--- src/rtl/fetch_queue_stage_if.sv ---
// Bus bundle between the fetch queue stage and its neighbours: redirect, BTB,
// instruction memory and the decode-side handshake. The master is the stage.
interface fetch_queue_stage_if #(
  parameter int XLEN = 32
);
  logic            redirect_en;
  logic [XLEN-1:0] redirect_pc;
  logic [XLEN-1:0] btb_target_pc;
  logic            btb_pc_valid;
  logic            btb_pc_predictTaken;
  logic [XLEN-1:0] fetch_pc;
  logic            imem_req_en;
  logic [XLEN-1:0] imem_addr;
  logic [XLEN-1:0] imem_rdata;
  logic            out_valid;
  logic            out_ready;
  logic [XLEN-1:0] out_instruction;
  logic [XLEN-1:0] out_pc;
  logic            out_pred_taken;

  modport master (
    input  redirect_en, redirect_pc, btb_target_pc, btb_pc_valid,
           btb_pc_predictTaken, imem_rdata, out_ready,
    output fetch_pc, imem_req_en, imem_addr, out_valid, out_instruction,
           out_pc, out_pred_taken
  );

  modport slave (
    output redirect_en, redirect_pc, btb_target_pc, btb_pc_valid,
           btb_pc_predictTaken, imem_rdata, out_ready,
    input  fetch_pc, imem_req_en, imem_addr, out_valid, out_instruction,
           out_pc, out_pred_taken
  );
endinterface

--- src/rtl/fetch_queue_stage.sv ---
// Instruction fetch front end with a decoupling queue toward decode.
// Optional macro FETCH_QUEUE_BYPASS_EN: empty-queue responses go straight to decode.
module fetch_queue_stage #(
  parameter int              XLEN     = 32,
  parameter int              FQ_DEPTH = 4,
  parameter logic [XLEN-1:0] RESET_PC = '0
) (
  input  logic                      clk,
  input  logic                      rst,
  fetch_queue_stage_if.master       bus,
  output logic [$clog2(FQ_DEPTH):0] dbg_count_o,
  output logic                      dbg_inflight_o
);
  localparam int PW = $clog2(FQ_DEPTH);
  localparam int CW = PW + 1;

  typedef struct packed {
    logic [XLEN-1:0] instr;
    logic [XLEN-1:0] pc;
    logic            pred;
  } fq_entry_t;

  fq_entry_t       mem_q [FQ_DEPTH];
  logic [PW-1:0]   rd_ptr_q, wr_ptr_q;
  logic [CW-1:0]   count_q, count_d, reserved;
  logic [XLEN-1:0] pc_q, pc_d, infl_pc_q;
  logic            infl_q, infl_pred_q;
  logic            btb_taken, fifo_empty, resp_valid, bypass_hit;
  logic            pop_out, fifo_pop, push, issue;

  // Decode handshake: an entry transfers on a cycle where out_valid && out_ready;
  // out_valid never depends on out_ready, and out_ready only steers pop/issue.
  always_comb begin
    btb_taken  = bus.btb_pc_valid && bus.btb_pc_predictTaken;
    fifo_empty = (count_q == '0);
    resp_valid = infl_q && !rst && !bus.redirect_en;
`ifdef FETCH_QUEUE_BYPASS_EN
    bypass_hit = resp_valid && fifo_empty;
`else
    bypass_hit = 1'b0;
`endif
    bus.out_valid = !fifo_empty || bypass_hit;
    if (bypass_hit) begin
      bus.out_instruction = bus.imem_rdata;
      bus.out_pc          = infl_pc_q;
      bus.out_pred_taken  = infl_pred_q;
    end else begin
      bus.out_instruction = mem_q[rd_ptr_q].instr;
      bus.out_pc          = mem_q[rd_ptr_q].pc;
      bus.out_pred_taken  = mem_q[rd_ptr_q].pred;
    end
    pop_out  = bus.out_valid && bus.out_ready;
    fifo_pop = pop_out && !fifo_empty;
    push     = resp_valid && !(bypass_hit && bus.out_ready);
    // Slots already owed to queued entries and the outstanding response.
    reserved = count_q + CW'(infl_q) - CW'(pop_out);
    issue    = !rst && !bus.redirect_en && (reserved < CW'(FQ_DEPTH));

    pc_d = pc_q;
    if (bus.redirect_en)  pc_d = {bus.redirect_pc[XLEN-1:2], 2'b00};
    else if (issue)       pc_d = btb_taken ? bus.btb_target_pc : pc_q + XLEN'(4);

    count_d = count_q;
    if (push && !fifo_pop)      count_d = count_q + CW'(1);
    else if (!push && fifo_pop) count_d = count_q - CW'(1);

    bus.fetch_pc    = pc_q;
    bus.imem_addr   = pc_q;
    bus.imem_req_en = issue;
    dbg_count_o     = count_q;
    dbg_inflight_o  = infl_q;
  end

  always_ff @(posedge clk) begin
    if (rst) begin
      pc_q        <= RESET_PC;
      infl_q      <= 1'b0;
      infl_pred_q <= 1'b0;
      infl_pc_q   <= '0;
      count_q     <= '0;
      rd_ptr_q    <= '0;
      wr_ptr_q    <= '0;
      for (int i = 0; i < FQ_DEPTH; i++) mem_q[i] <= '0;
    end else if (bus.redirect_en) begin
      pc_q     <= pc_d;
      infl_q   <= 1'b0;
      count_q  <= '0;
      rd_ptr_q <= '0;
      wr_ptr_q <= '0;
    end else begin
      pc_q    <= pc_d;
      count_q <= count_d;
      infl_q  <= issue;
      if (issue) begin
        infl_pc_q   <= pc_q;
        infl_pred_q <= btb_taken;
      end
      if (push) begin
        mem_q[wr_ptr_q] <= {bus.imem_rdata, infl_pc_q, infl_pred_q};
        wr_ptr_q        <= wr_ptr_q + PW'(1);
      end
      if (fifo_pop) rd_ptr_q <= rd_ptr_q + PW'(1);
    end
  end
endmodule

--- src/flat_wrapper.sv ---
// flat-port wrapper written by rule: the top's interface ports become plain ports
module fetch_queue_stage_flat 
#(
  parameter int              XLEN     = 32,
  parameter int              FQ_DEPTH = 4,
  parameter logic [XLEN-1:0] RESET_PC = '0
)
  (clk, rst, dbg_count_o, dbg_inflight_o, bus_redirect_en, bus_redirect_pc, bus_btb_target_pc, bus_btb_pc_valid, bus_btb_pc_predictTaken, bus_imem_rdata, bus_out_ready, bus_fetch_pc, bus_imem_req_en, bus_imem_addr, bus_out_valid, bus_out_instruction, bus_out_pc, bus_out_pred_taken);
  fetch_queue_stage_if #(.XLEN(XLEN)) bus_i ();
  input  logic clk;
  input  logic rst;
  output logic [$clog2(FQ_DEPTH):0] dbg_count_o;
  output logic dbg_inflight_o;
  input wire logic [$bits(bus_i.redirect_en)-1:0] bus_redirect_en;
  input wire logic [$bits(bus_i.redirect_pc)-1:0] bus_redirect_pc;
  input wire logic [$bits(bus_i.btb_target_pc)-1:0] bus_btb_target_pc;
  input wire logic [$bits(bus_i.btb_pc_valid)-1:0] bus_btb_pc_valid;
  input wire logic [$bits(bus_i.btb_pc_predictTaken)-1:0] bus_btb_pc_predictTaken;
  input wire logic [$bits(bus_i.imem_rdata)-1:0] bus_imem_rdata;
  input wire logic [$bits(bus_i.out_ready)-1:0] bus_out_ready;
  output wire logic [$bits(bus_i.fetch_pc)-1:0] bus_fetch_pc;
  output wire logic [$bits(bus_i.imem_req_en)-1:0] bus_imem_req_en;
  output wire logic [$bits(bus_i.imem_addr)-1:0] bus_imem_addr;
  output wire logic [$bits(bus_i.out_valid)-1:0] bus_out_valid;
  output wire logic [$bits(bus_i.out_instruction)-1:0] bus_out_instruction;
  output wire logic [$bits(bus_i.out_pc)-1:0] bus_out_pc;
  output wire logic [$bits(bus_i.out_pred_taken)-1:0] bus_out_pred_taken;
  assign bus_i.redirect_en = bus_redirect_en;
  assign bus_i.redirect_pc = bus_redirect_pc;
  assign bus_i.btb_target_pc = bus_btb_target_pc;
  assign bus_i.btb_pc_valid = bus_btb_pc_valid;
  assign bus_i.btb_pc_predictTaken = bus_btb_pc_predictTaken;
  assign bus_i.imem_rdata = bus_imem_rdata;
  assign bus_i.out_ready = bus_out_ready;
  assign bus_fetch_pc = bus_i.fetch_pc;
  assign bus_imem_req_en = bus_i.imem_req_en;
  assign bus_imem_addr = bus_i.imem_addr;
  assign bus_out_valid = bus_i.out_valid;
  assign bus_out_instruction = bus_i.out_instruction;
  assign bus_out_pc = bus_i.out_pc;
  assign bus_out_pred_taken = bus_i.out_pred_taken;
  fetch_queue_stage #(.XLEN(XLEN), .FQ_DEPTH(FQ_DEPTH), .RESET_PC(RESET_PC)) u_core (.clk(clk), .rst(rst), .bus(bus_i), .dbg_count_o(dbg_count_o), .dbg_inflight_o(dbg_inflight_o));
endmodule
--- config.mk ---
export PLATFORM = sky130hd
export DESIGN_NAME = fetch_queue_stage_flat
export DESIGN_NICKNAME = d
export VERILOG_FILES = /design/src/rtl/fetch_queue_stage_if.sv /design/src/rtl/fetch_queue_stage.sv /design/src/flat_wrapper.sv
export SDC_FILE = /design/constraint.sdc
export NUM_CORES = 1
export LEC_CHECK = 0
export CORE_ASPECT_RATIO = 0.75
export CORE_MARGIN = 8
export CORE_UTILIZATION = 54
export DETAILED_ROUTE_END_ITERATION = 7
export PLACE_DENSITY = 0.82
export SLEW_MARGIN = 20
export SYNTH_ARGS = -nofsm -noshare
export SYNTH_HDL_FRONTEND = slang
export SYNTH_SLANG_ARGS = --single-unit
--- constraint.sdc ---
create_clock -name clk -period 3.4 [get_ports clk]
set_input_delay 0.68 -clock clk [delete_from_list [all_inputs] [get_ports clk]]
set_output_delay 0.68 -clock clk [all_outputs]
set_load 0.02 [all_outputs]
==> results.md <==
* Root buf cell: clkbuf_16
* Most frequent cells in the layout: edfxtp_1, clkdlybuf4s50_1, and2_1
* Via count of the first global-routing pass at 10258
* Vias at 9922
* # IOs at 237
* Syn_area_per_cell at 13.16 sq um
* Synth Instances at 1151
* Detailed Routing Iterations Pass 1 at 6
* Setup Skew at 14.67 ps
* Ys async rst share at 0%
* Clk sink count at 335
* Die Span X at 209.4 um
* Drt first-iter violations at 690
* Period utilization at 95.17%
* Core area at 0.02779 sq mm
* HPWL Detailed at 23640 um
* Pwr dens at 501.3 mW/mm^2
* GP Congestion at 0.8574
* Site Rows at 53
* Final Core Density at 68.11%
* MaxCap Viol Count at 0
* RSZ-0062 raised after global routing: no
* Clock slew at reported path FFs at 60 ps
* Worst Hold Path EP: u_core.infl_pc_q[28]
* Initial antenna violation count at 0
* Worst r2r dst: u_core.bus.fetch_pc[17]
* Status: complete, no violations
* Fillcell total at 1948
* Fmax achieved at 309.0 MHz
* Total wire length at 37310 um
* Leak at 6.989 nW
* Final setup fails at 0
* Max clock buf depth at 3
* Startpoint types: primary input
* Reg2reg start: u_core.dbg_count_o[0]
* Area grow syn2layout at 24.99%
* Die Y at 161.0 um
* Commonest non-fill, non-tap cell in the layout: edfxtp_1
* Post-CTS Hold Buffers at 0
* Rel. slew slack at 31.91%
* Dpl ws at -240.5 ps
* Required @ worst endpoint at 2720 ps
* CP arrival at 2560 ps
* Wire per inst at 21.64 um
* R2r setup slk at 270 ps
* Final hold vios at 0
* Number of synthesized flops with an enable pin at 260
* Crit-path max FO at 3
* CTS tree: done
* Crit. End Element: output pin
* Grt ovf at 0
* Syn Std Cell Area at 0.01514 sq mm
* Crit Path Class: primary input to output pin
* Primary FF master, synth: edfxtp_1
* Antenna Nets Post-Route at 0
* Post-synthesis register bit count at 335
* Crit path cell chain: clkdlybuf4s50_1 -> nand2_1 -> inv_1 -> ha_1 -> inv_1 -> ha_1 -> nand2_1 -> o21bai_4 -> mux2i_4 -> inv_2 -> clkbuf_2
* Syn_nets at 1258
* HP Start: u_core.infl_pc_q[28]
* Period minus WS final at 3236 ps
* Vias per cell at 5.755
* Least-Margin Pin Slew at 1021 ps
* Slew Viols, Final at 0
* CP max stage delay at 460 ps
* Synth unique cells at 56
* Num CTS Buffers at 35
* Largest net degree at the start of global routing at 68
* Initial Util at 54.50%
* Design Power at 0.009487 W
* # DRC at 0
* Synth Warn # at 0
* Max IR drop VDD at 0.3403 mV
* Share of layout cells above drive strength 1 at 12.73%
* First-pass GRT wire length at 57920 um
* Ant diodes at 0
* Sequential share of the synthesized area at 61.48%
* R2R depth at 14
* Clock Latency Late Sink at 500 ps
* H-tree levels at 2
* Total track usage at 21.64%
* Fin worst setup slack at 164.2 ps
* Nets at 1450
* Hold depth at 2
* Number of port buffers at 234
* Worst hold path type: register to register
* Die ar. at 0.03371 sq mm
* Crit path max-delay cell type: clkdlybuf4s50_1
critical path, delay by kind of cell:
kind                       cells  cell delay [ps]
buffers and inverters          5              830
muxes                          1              250
and+or+nand+nor                2              180
AOI/OAI and AO/OA              1              190
adders and majority gates      2              420
through the flow:
stage	std cells	instance area, sq um	TNS, ps	hold slack [ps]
5_1_grt	1724	18930	0	517.2
3_5_place_dp	1663	17800	-1373	480.7
3_3_place_gp	1663	17800	-1070	476.4
6_report	1724	18930	0	488.8
2_1_floorplan	1151	15140	0	457.1
4_1_cts	1724	18930	0	489.3
routing by layer:
| layer | part of all wire (%) | vias to the layer above | track usage, % |
|---|---|---|---|
| met1 | 41 | 4947 | 28.43 |
| li1 | - | 4564 | - |
| met4 | 1.4 | 0 | 3.964 |
| met2 | 50 | 368 | 37.31 |
| met5 | 0 | - | 0 |
| met3 | 7.0 | 43 | 4.396 |
registers in the layout (all words and copies together) (netlist names), named ones only:
name and flops:
u_core.mem_q 260, u_core.rd_ptr_q 2, u_core.bus.fetch_pc 30, u_core.wr_ptr_q 2
u_core.dbg_inflight_o 1, u_core.infl_pred_q 1, u_core.infl_pc_q 32, u_core.dbg_count_o 3
layout make-up:
| type | instances | area, sq um | share of cell area (%) |
|---|---|---|---|
| Clock buffer | 49 | 1001 | 5.289 |
| Clock inverter | 12 | 128.9 | 0.6809 |
| Inverter | 12 | 45.04 | 0.2380 |
| Multi-Input combinational cell | 687 | 5231 | 27.64 |
| Sequential cell | 335 | 9318 | 49.23 |
| Tap cell | 357 | 446.7 | 2.360 |
| Timing Repair Buffer | 272 | 2755 | 14.56 |
where the power goes:
part | switching, W | internal (W) | leakage, nW
registers | 0.000138 | 0.00458 | 3.30
logic | 0.000530 | 0.000474 | 3.13
clock network | 0.00149 | 0.00228 | 0.554
total | 0.00216 | 0.00733 | 6.99
worst max path at each step:
stage / end / depth (start not counted) / start
finish: bus_imem_req_en / 11 / bus_out_ready
global route: u_core.bus.fetch_pc[17] / 14 / bus_out_ready
CTS: bus_imem_req_en / 11 / bus_out_ready
detailed placement: u_core.bus.fetch_pc[25] / 14 / bus_out_ready
global placement: bus_imem_req_en / 11 / bus_out_ready
floorplan: u_core.mem_q[3][0] / 4 / bus_redirect_en
synth_stat cells (all sizes together), types with 3 or more instances:
master,n,area [sq um]
edfxtp,260,7807
and2,200,1251
nand2,94,352.8
dfxtp,75,1501
and3,71,449.2
clkbuf,66,261.5
mux4,65,1464
a21oi,52,260.3
buf,51,336.6
nor2,42,162.6
o21ai,18,90.09
xor2,16,140.1
mux2i,15,162.7
nand3,15,75.07
a31oi,13,81.33
inv,12,45.04
o22ai,10,62.56
xnor2,10,87.58
nor3,9,45.04
nand4,8,56.30
a22oi,7,52.55
o211ai,7,52.55
ha,4,50.05
or2,4,25.03
and4,3,27.53
nor4,3,48.80
or3,3,20.02
timing repair:
action | 4_1_cts | 5_1_grt
gates resized for setup | 2 | 1
endpoints found under the hold margin | 0 | 0
buffers inserted | 0 | 0
endpoints found under the setup margin | 1 | 1
cell families (layout without fill, tap and decap cells):
kind of cell	count (synthesis)	in the layout	share of synthesized area [%]
compound gates	120	120	4.768
xor+xnor	26	26	1.504
fa+ha+maj	5	5	0.4628
buf+inv	129	345	4.247
flops	335	335	61.48
mux	80	80	10.74
simple gates	456	456	16.80
(Power assumes the default switching activity.)
